[config.mk]
export PLATFORM = sky130hd
export DESIGN_NAME = adler32_verify
export DESIGN_NICKNAME = d
export VERILOG_FILES = /design/src/rtl/adler32_verify.sv
export SDC_FILE = /design/constraint.sdc
export NUM_CORES = 1
export LEC_CHECK = 0
export CAP_MARGIN = 20
export CORE_MARGIN = 2
export CORE_UTILIZATION = 52
export DETAILED_ROUTE_END_ITERATION = 12
export PLACE_DENSITY_LB_ADDON = 0.15
export SETUP_SLACK_MARGIN = 0.05
export SYNTH_ARGS = -nofsm -noshare
export SYNTH_HDL_FRONTEND = slang
export SYNTH_SLANG_ARGS = --single-unit
[constraint.sdc]
create_clock -name clk -period 4.67 [get_ports clk]
set_clock_uncertainty 0.1 [all_clocks]
set_input_delay 0.467 -clock clk [delete_from_list [all_inputs] [get_ports clk]]
set_output_delay 0.467 -clock clk [all_outputs]
set_load 0.02 [all_outputs]
[src/rtl/adler32_verify.sv]
// adler32_verify: checks the checksum computed by the Adler-32 generator
// against the 4-byte big-endian trailer that arrives with the frame. Each
// frame gets exactly one verdict: match, mismatch, timeout or overrun.
// The operands can arrive in either order, or in the same cycle.
//
// Optional build macro ADLER_STATS_EN enables the saturating pass/fail
// statistic counters. When it is not defined, both counters are tied to
// zero and stat_clr is ignored.

module adler32_verify #(
    parameter int TIMEOUT = 64,  // cycles allowed between the two operand captures (>= 4)
    parameter int CNT_W   = 16   // width of the statistic counters
) (
    input  logic             clk,
    input  logic             rst_n,
    input  logic [31:0]      calc_checksum,
    input  logic             calc_valid,
    input  logic [7:0]       trl_data,
    input  logic             trl_valid,
    input  logic             stat_clr,
    output logic             result_valid,
    output logic             match,
    output logic             timeout,
    output logic             overrun,
    output logic [31:0]      rx_checksum,
    output logic [CNT_W-1:0] pass_count,
    output logic [CNT_W-1:0] fail_count
);

    localparam int TW = $clog2(TIMEOUT);

    typedef enum logic [1:0] {
        IDLE    = 2'd0,
        GATHER  = 2'd1,
        COMPARE = 2'd2
    } state_t;

    state_t        state, state_n;
    logic [2:0]    idx, idx_n;            // next trailer byte position, 4 = trailer complete
    logic          calc_held, calc_held_n;
    logic [31:0]   calc_q, calc_n;
    logic [31:0]   rx_q, rx_n;
    logic [TW-1:0] tcnt, tcnt_n;
    logic          to_q, to_n;
    logic          ovr_q, ovr_n;
    logic          ovr_evt;
    logic          verdict_ok;

    // A frame passes only when it completed normally and both values agree
    assign verdict_ok  = (rx_q == calc_q) & ~to_q & ~ovr_q;
    assign rx_checksum = rx_q;

    // State and operand registers
    always_ff @(posedge clk or negedge rst_n) begin
        if (!rst_n) begin
            state     <= IDLE;
            idx       <= 3'd0;
            calc_held <= 1'b0;
            calc_q    <= 32'd0;
            rx_q      <= 32'd0;
            tcnt      <= '0;
            to_q      <= 1'b0;
            ovr_q     <= 1'b0;
        end else begin
            state     <= state_n;
            idx       <= idx_n;
            calc_held <= calc_held_n;
            calc_q    <= calc_n;
            rx_q      <= rx_n;
            tcnt      <= tcnt_n;
            to_q      <= to_n;
            ovr_q     <= ovr_n;
        end
    end

    // Next-state logic: operand capture, completion, overrun and timeout
    always_comb begin
        state_n     = state;
        idx_n       = idx;
        calc_held_n = calc_held;
        calc_n      = calc_q;
        rx_n        = rx_q;
        tcnt_n      = tcnt;
        to_n        = to_q;
        ovr_n       = ovr_q;
        ovr_evt     = 1'b0;

        case (state)
            IDLE, COMPARE: begin
                // COMPARE lasts one cycle. It clears the frame state, but it
                // still accepts the first operand of the next frame, so a
                // back-to-back frame loses nothing.
                if (state == COMPARE) begin
                    state_n     = IDLE;
                    idx_n       = 3'd0;
                    calc_held_n = 1'b0;
                    to_n        = 1'b0;
                    ovr_n       = 1'b0;
                end
                if (calc_valid) begin
                    calc_n      = calc_checksum;
                    calc_held_n = 1'b1;
                end
                if (trl_valid) begin
                    rx_n[31:24] = trl_data;
                    idx_n       = 3'd1;
                end
                if (calc_valid || trl_valid) begin
                    state_n = GATHER;
                    tcnt_n  = '0;
                end
            end

            GATHER: begin
                tcnt_n  = tcnt + TW'(1);
                ovr_evt = (trl_valid && idx[2]) || (calc_valid && calc_held);

                // A 5th trailer byte is dropped, so rx keeps the 4 real bytes
                if (trl_valid && !idx[2]) begin
                    case (idx[1:0])
                        2'd0:    rx_n[31:24] = trl_data;
                        2'd1:    rx_n[23:16] = trl_data;
                        2'd2:    rx_n[15:8]  = trl_data;
                        default: rx_n[7:0]   = trl_data;
                    endcase
                    idx_n = idx + 3'd1;
                end
                if (calc_valid && !calc_held) begin
                    calc_n      = calc_checksum;
                    calc_held_n = 1'b1;
                end

                // A protocol violation outranks everything else. An operand
                // set that becomes complete on the same edge as the timeout
                // still counts as complete.
                if (ovr_evt) begin
                    ovr_n   = 1'b1;
                    state_n = COMPARE;
                end else if (idx_n[2] && calc_held_n) begin
                    state_n = COMPARE;
                end else if (tcnt == TW'(TIMEOUT - 2)) begin
                    to_n    = 1'b1;
                    state_n = COMPARE;
                end
            end

            default: begin
                state_n = IDLE;
            end
        endcase
    end

    // Verdict outputs: registered out of COMPARE and high for exactly one cycle
    always_ff @(posedge clk or negedge rst_n) begin
        if (!rst_n) begin
            result_valid <= 1'b0;
            match        <= 1'b0;
            timeout      <= 1'b0;
            overrun      <= 1'b0;
        end else if (state == COMPARE) begin
            result_valid <= 1'b1;
            match        <= verdict_ok;
            timeout      <= to_q;
            overrun      <= ovr_q;
        end else begin
            result_valid <= 1'b0;
            match        <= 1'b0;
            timeout      <= 1'b0;
            overrun      <= 1'b0;
        end
    end

`ifdef ADLER_STATS_EN
    // Saturating pass/fail counters; a clear wins over a same-cycle increment
    always_ff @(posedge clk or negedge rst_n) begin
        if (!rst_n) begin
            pass_count <= '0;
            fail_count <= '0;
        end else if (stat_clr) begin
            pass_count <= '0;
            fail_count <= '0;
        end else if (state == COMPARE) begin
            if (verdict_ok) begin
                if (pass_count != {CNT_W{1'b1}}) pass_count <= pass_count + 1'b1;
            end else begin
                if (fail_count != {CNT_W{1'b1}}) fail_count <= fail_count + 1'b1;
            end
        end
    end
`else
    logic stat_clr_unused;
    assign stat_clr_unused = stat_clr;
    assign pass_count      = '0;
    assign fail_count      = '0;
`endif

endmodule

-- Word level (Yosys, flattened, before mapping)
Cells that the tools add are included.
- add/sub/neg operators: 2
- equal/unequal tests: 21
- multiplexer cells: 38
- bitwise operators: 5
- reductions and logical operators: 26
- operators by type and width (kind ; number):
    two-way mux 32 bit ; 3
    one-hot mux 32 bit (2 select lines) ; 1
    two-way mux 8 bit ; 5
    equality test 32 bit ; 1
    != test 2 bit, second input constant ; 10
    AND reduction 3 bit ; 6
    one-hot mux 8 bit (2 select lines) ; 1
    two-way mux 1 bit ; 12
    two-way mux 3 bit ; 4
    one-hot mux 6 bit (2 select lines) ; 1
    two-way mux 2 bit ; 5
    != test 3 bit, second input constant ; 3
    AND reduction 2 bit ; 4
    adder 6 x 1 -> 6 bit, second input constant ; 1
    equality test 6 bit, second input constant ; 1
    two-way mux 6 bit ; 1
    one-hot mux 1 bit (2 select lines) ; 3
    one-hot mux 3 bit (2 select lines) ; 1
    logical AND 1 bit ; 5
    AND reduction 5 bit ; 1
    equality test 2 x 1 -> 1 bit, second input constant ; 2
    equality test 2 bit, second input constant ; 2
    zero test 2 bit ; 2
    != test 4 bit, second input constant ; 1
    11 further kinds ; 16
- register bits after elaboration: 82
- input bits: 45
- output and inout bits: 68

-- Logic depth before layout (Yosys ltp)
- depth in word-level cells: 8
- gate-level depth with buffers: 7

-- Worst setup path before layout
No wires, ideal clock.
- path type: flip-flop to flip-flop
- start point: reg idx[0]
- end point: reg rx_q[24] (netlist: rx_checksum[24])
- library setup time: 131 ps
- arrival time: 1250 ps
- required time: 4439 ps
- path slack: 3189 ps
- cell stages (with the launch flop): 8
- period minus slack after synthesis: 1481 ps
- path through: dfrtp_1 inv_1 ha_1 nor3b_1 o21ai_2 buf_2 nand2_1 o21ai_0
- cells in the longest elaborated chain, start to end: 3
- RTL lines (item ; RTL line ; text):
    from (decl) ; 39 ; logic [2:0] idx, idx_n;
    from (signal assigned) ; 66 ; idx <= idx_n;
    zero test 2 bit ; 120 ; case (idx[1:0])
    != test 2 x 1 -> 1 bit (no source line) ; - ;
    AND reduction 4 bit (no source line) ; - ;
    to (signal assigned) ; 69 ; rx_q <= rx_n;
    to (decl) ; 42 ; logic [31:0] rx_q, rx_n;
Every way passes these cells.
A chain may end at the register's enable or synchronous reset.

-- Final worst setup path
- start point: reg state[0]
- end point: reg calc_q[31]
- cells in the longest elaborated chain, start to end: 4
- elaborated cells between the ends (all ways): 9
- those cells by class: eq/ne: 4; mux: 1; reduce/logical: 4
- RTL lines (item ; RTL line ; text):
    from (decl) ; 38 ; state_t state, state_n;
    from (signal assigned) ; 65 ; state <= state_n;
    equality test 2 bit / zero test 2 bit (equally long branches) ; 88 ; case (state)
    OR reduction 2 bit ; 88 ;
    != test 2 bit (no source line) / nonzero test 2 bit (equally long branches) ; - ;
    AND reduction 3 bit (no source line) ; - ;
    to (signal assigned) ; 68 ; calc_q <= calc_n;
    to (decl) ; 41 ; logic [31:0] calc_q, calc_n;
Several ways; a longest one is shown, not always the timed one.

==> results.yml <==
critical_path:
  crit_buf_inv: 1
  critPathSlowestCell: "dfrtp_1"
  start_kind: "flip-flop"
  path_cells: "o21ai_0 -> nand2_1 -> buf_4 -> mux2_2"
  end_kind: "flip-flop"
  worstPathRequired_ns: 4.80
  crit_fanout: 17
  crit_arrival_ns: 2.52
  critPathTopFamily: "flip-flops"
  cpPeakStageDelay_ns: 0.66
  crit_type: "reg -> reg"
global_route:
  gr-total-overflow: 0
  grt_pass1_vias: 2504
  grt_start_max_net_pins: 83
  grt_use_total_pct: 19.76
  antenna_found_initial: 0
  grt_pass1_wl_um: 12850
run:
  cap_violations: 0
logic_synthesis:
  synth_area_um2: 4000
  synth_cell_type_count: 43
  synth_edf_count: 0
  netlist_instances: 324
  ys_seq_area_share_pct: 51.30
  ys_seq_elements: 82
  yosysWarnings: 0
  async_flop_share_pct: 100.0
  ys.flop_type: "dfrtp_1"
  synth.avg_cell_area_um2: 12.35
final_layout:
  diodes: 0
  final_util_pct: 67.08
  final_cell_mix: "dfrtp_1, clkdlybuf4s50_1, mux2_2, conb_1, xor2_1"
  fin_nets: 459
  final_common_cell: "dfrtp_1"
  fin_area_um2: 4943
  fillers: 555
  syn_to_final_growth_pct: 23.58
  drive_gt1_share_pct: 21.07
sta:
  worstMarginPinSlew_ns: 0.7351
  max_clock_freq_mhz: 418.6
  period_needed_ns: 2.389
  setup_ws_ns: 2.281
  setup_viol: 0
  hold_viol: 0
  fin_setup_tns_ns: 0
  slew_headroom_pct: 50.88
  rsz0062_at_grt: "no"
  drv_slew: 0
  period_share_pct: 51.16
pwr:
  power.share.clock_pct: 15.4
  finalPower_mw: 3.105
  ir_worst_vdd_v: 0.0003547
  p_sw_share_pct: 37.75
  seqPwrFrac_pct: 42.0
  p_per_area_nw_per_um2: 628.1
  netSwitchingPower_mw: 1.172
  internal_power_mw: 1.933
  pwr-share-comb_pct: 42.6
  p_leak_nw: 2.245
floorplan:
  coreArea_um2: 7370
  initial_core_util_pct: 54.28
  rows: 31
  ioPinCount: 113
  die_y_um: 91.71
  dieArea_um2: 8410
  fp.dieW_um: 91.71
clocking:
  clock_sinks: 82
  clk_latency_ns: 0.34
  postCtsSetupBuffers: 0
  cts_tree: "yes"
  clk_pin_slew_worst_paths_ns: 0.08
  clk_path_buf_depth: 2
  root_buffer: "clkbuf_8"
  htreeDepth: 3
  cts_buffers: 9
place:
  port_buffers: 79
  dp_hpwl_um: 5766
  gp_congestion: 0.7689
  placed_area_um2: 4717
  pre_cts_slack_ns: 2.093
outcome:
  status: "finished, final reports clean"
drt:
  drt_pass1_iterations: 4
  wire_per_inst_um: 15.67
  drcViolationCount: 0
  wl_um: 8022
  vias: 2531
  viasPerCell: 4.943
  drtAntennaViolNets: 0
  drt_iter0_drc: 135
hold_path:
  hold_class: "reg -> reg"
kinds of logic (layout without fill, tap and decap cells):
group           count (synthesis)  after routing  share of synthesized area [%]
compound gates                 33             33                          5.224
other cells                     1             32                        0.09375
xor+xnor                       33             33                          7.226
fa+ha+maj                       6              6                          1.877
flops                          82             82                          51.30
buf+inv                        47            105                          8.633
simple gates                   64             64                          9.384
mux                            58             58                          16.27
registers in the layout (all words and copies together) (netlist names), 2 cells and up:
register,flops
tcnt,6
rx_checksum,32
idx,3
state,2
calc_q,32
Yosys cell counts (2+ instances only):
master    number  share of area (%)
nand3_1        5               0.63
buf_2          3               0.38
dfrtp_1       82                 51
nand2b_4       2               0.69
mux2i_1        2               0.50
o31ai_1        2               0.38
o21ai_1        2               0.25
nand4_1        3               0.47
a21oi_1        5               0.63
o21ai_0       14                1.8
xor2_1        30                6.6
nor4_1         7                1.1
buf_6          2               0.56
inv_1          7               0.66
nand2_4        3               0.84
nor2_1         8               0.75
xnor2_1        3               0.66
mux2_2        55                 15
ha_1           6                1.9
nand2_1       26                2.4
clkbuf_8       3                1.0
buf_4         32                6.0
nor3_1         2               0.25
layout make-up:
class,count,area (um^2),share of cell area (%)
clock buffer,11,151.4,3.063
clock inverter,5,37.54,0.7593
inverter,7,26.28,0.5315
multi-input combinational,226,1719,34.78
sequential,82,2052,41.51
tap,99,123.9,2.506
timing repair buffer,82,833.3,16.86
worst paths after layout:
kind	cells after the start	end	slack, ns	startpoint
worst max-delay path	4	calc_q[31]$_DFFE_PN0P_	2.28	state[0]$_DFFE_PN0P_
worst min-delay path	1	tcnt[4]$_DFFE_PN0P_	0.40	tcnt[4]$_DFFE_PN0P_
worst max register to register	4	calc_q[31]$_DFFE_PN0P_	2.28	state[0]$_DFFE_PN0P_
worst min register to register	1	tcnt[4]$_DFFE_PN0P_	0.40	tcnt[4]$_DFFE_PN0P_
max in group asynchronous	3	calc_q[17]$_DFFE_PN0P_	3.39	rst_n
min in group asynchronous	2	tcnt[4]$_DFFE_PN0P_	0.49	rst_n
power groups by stage:
| stage | sequential, mW | combinational [mW] | clock [mW] |
|---|---|---|---|
| 6_report | 1.30 | 1.32 | 0.479 |
| 5_1_grt | 1.35 | 1.44 | 0.527 |
| 4_1_cts | 1.30 | 1.33 | 0.490 |
| 3_5_place_dp | 1.32 | 1.32 | 0 |
| 3_3_place_gp | 1.30 | 1.29 | 0 |
| 2_1_floorplan | 1.39 | 0.786 | 0 |
through the flow:
| stage | hold WS, ns | cells |
|---|---|---|
| finish | 0.3974 | 512 |
| global route | 0.4464 | 512 |
| CTS | 0.2233 | 510 |
| detailed placement | 0.3898 | 494 |
| global placement | 0.3800 | 494 |
| floorplan | 0.07141 | 355 |
worst register-to-register path: cells and delay by family, from the launching register on:
| kind | cells | cell delay, ns |
|---|---|---|
| AND/OR/NAND/NOR | 1 | 0.58 |
| AO/OA/AOI/OAI | 1 | 0.16 |
| multiplexers | 1 | 0.38 |
| flip-flops | 1 | 0.66 |
| buffers and inverters | 1 | 0.39 |
timing repair:
item,CTS,global route
resized for setup,0,0
endpoints found under the hold margin,0,30
hold buffers,0,1
routing by layer:
layer | global-route usage (%) | vias to the layer above | routed length (um)
met1 | 26.74 | 1223 | 3730
met5 | 0 | - | 0
met3 | 4.273 | 9 | 447
met4 | 6.965 | 0 | 108
met2 | 31.62 | 88 | 3735
li1 | - | 1211 | -
Note: power is estimated with default switching activity, not from simulation.
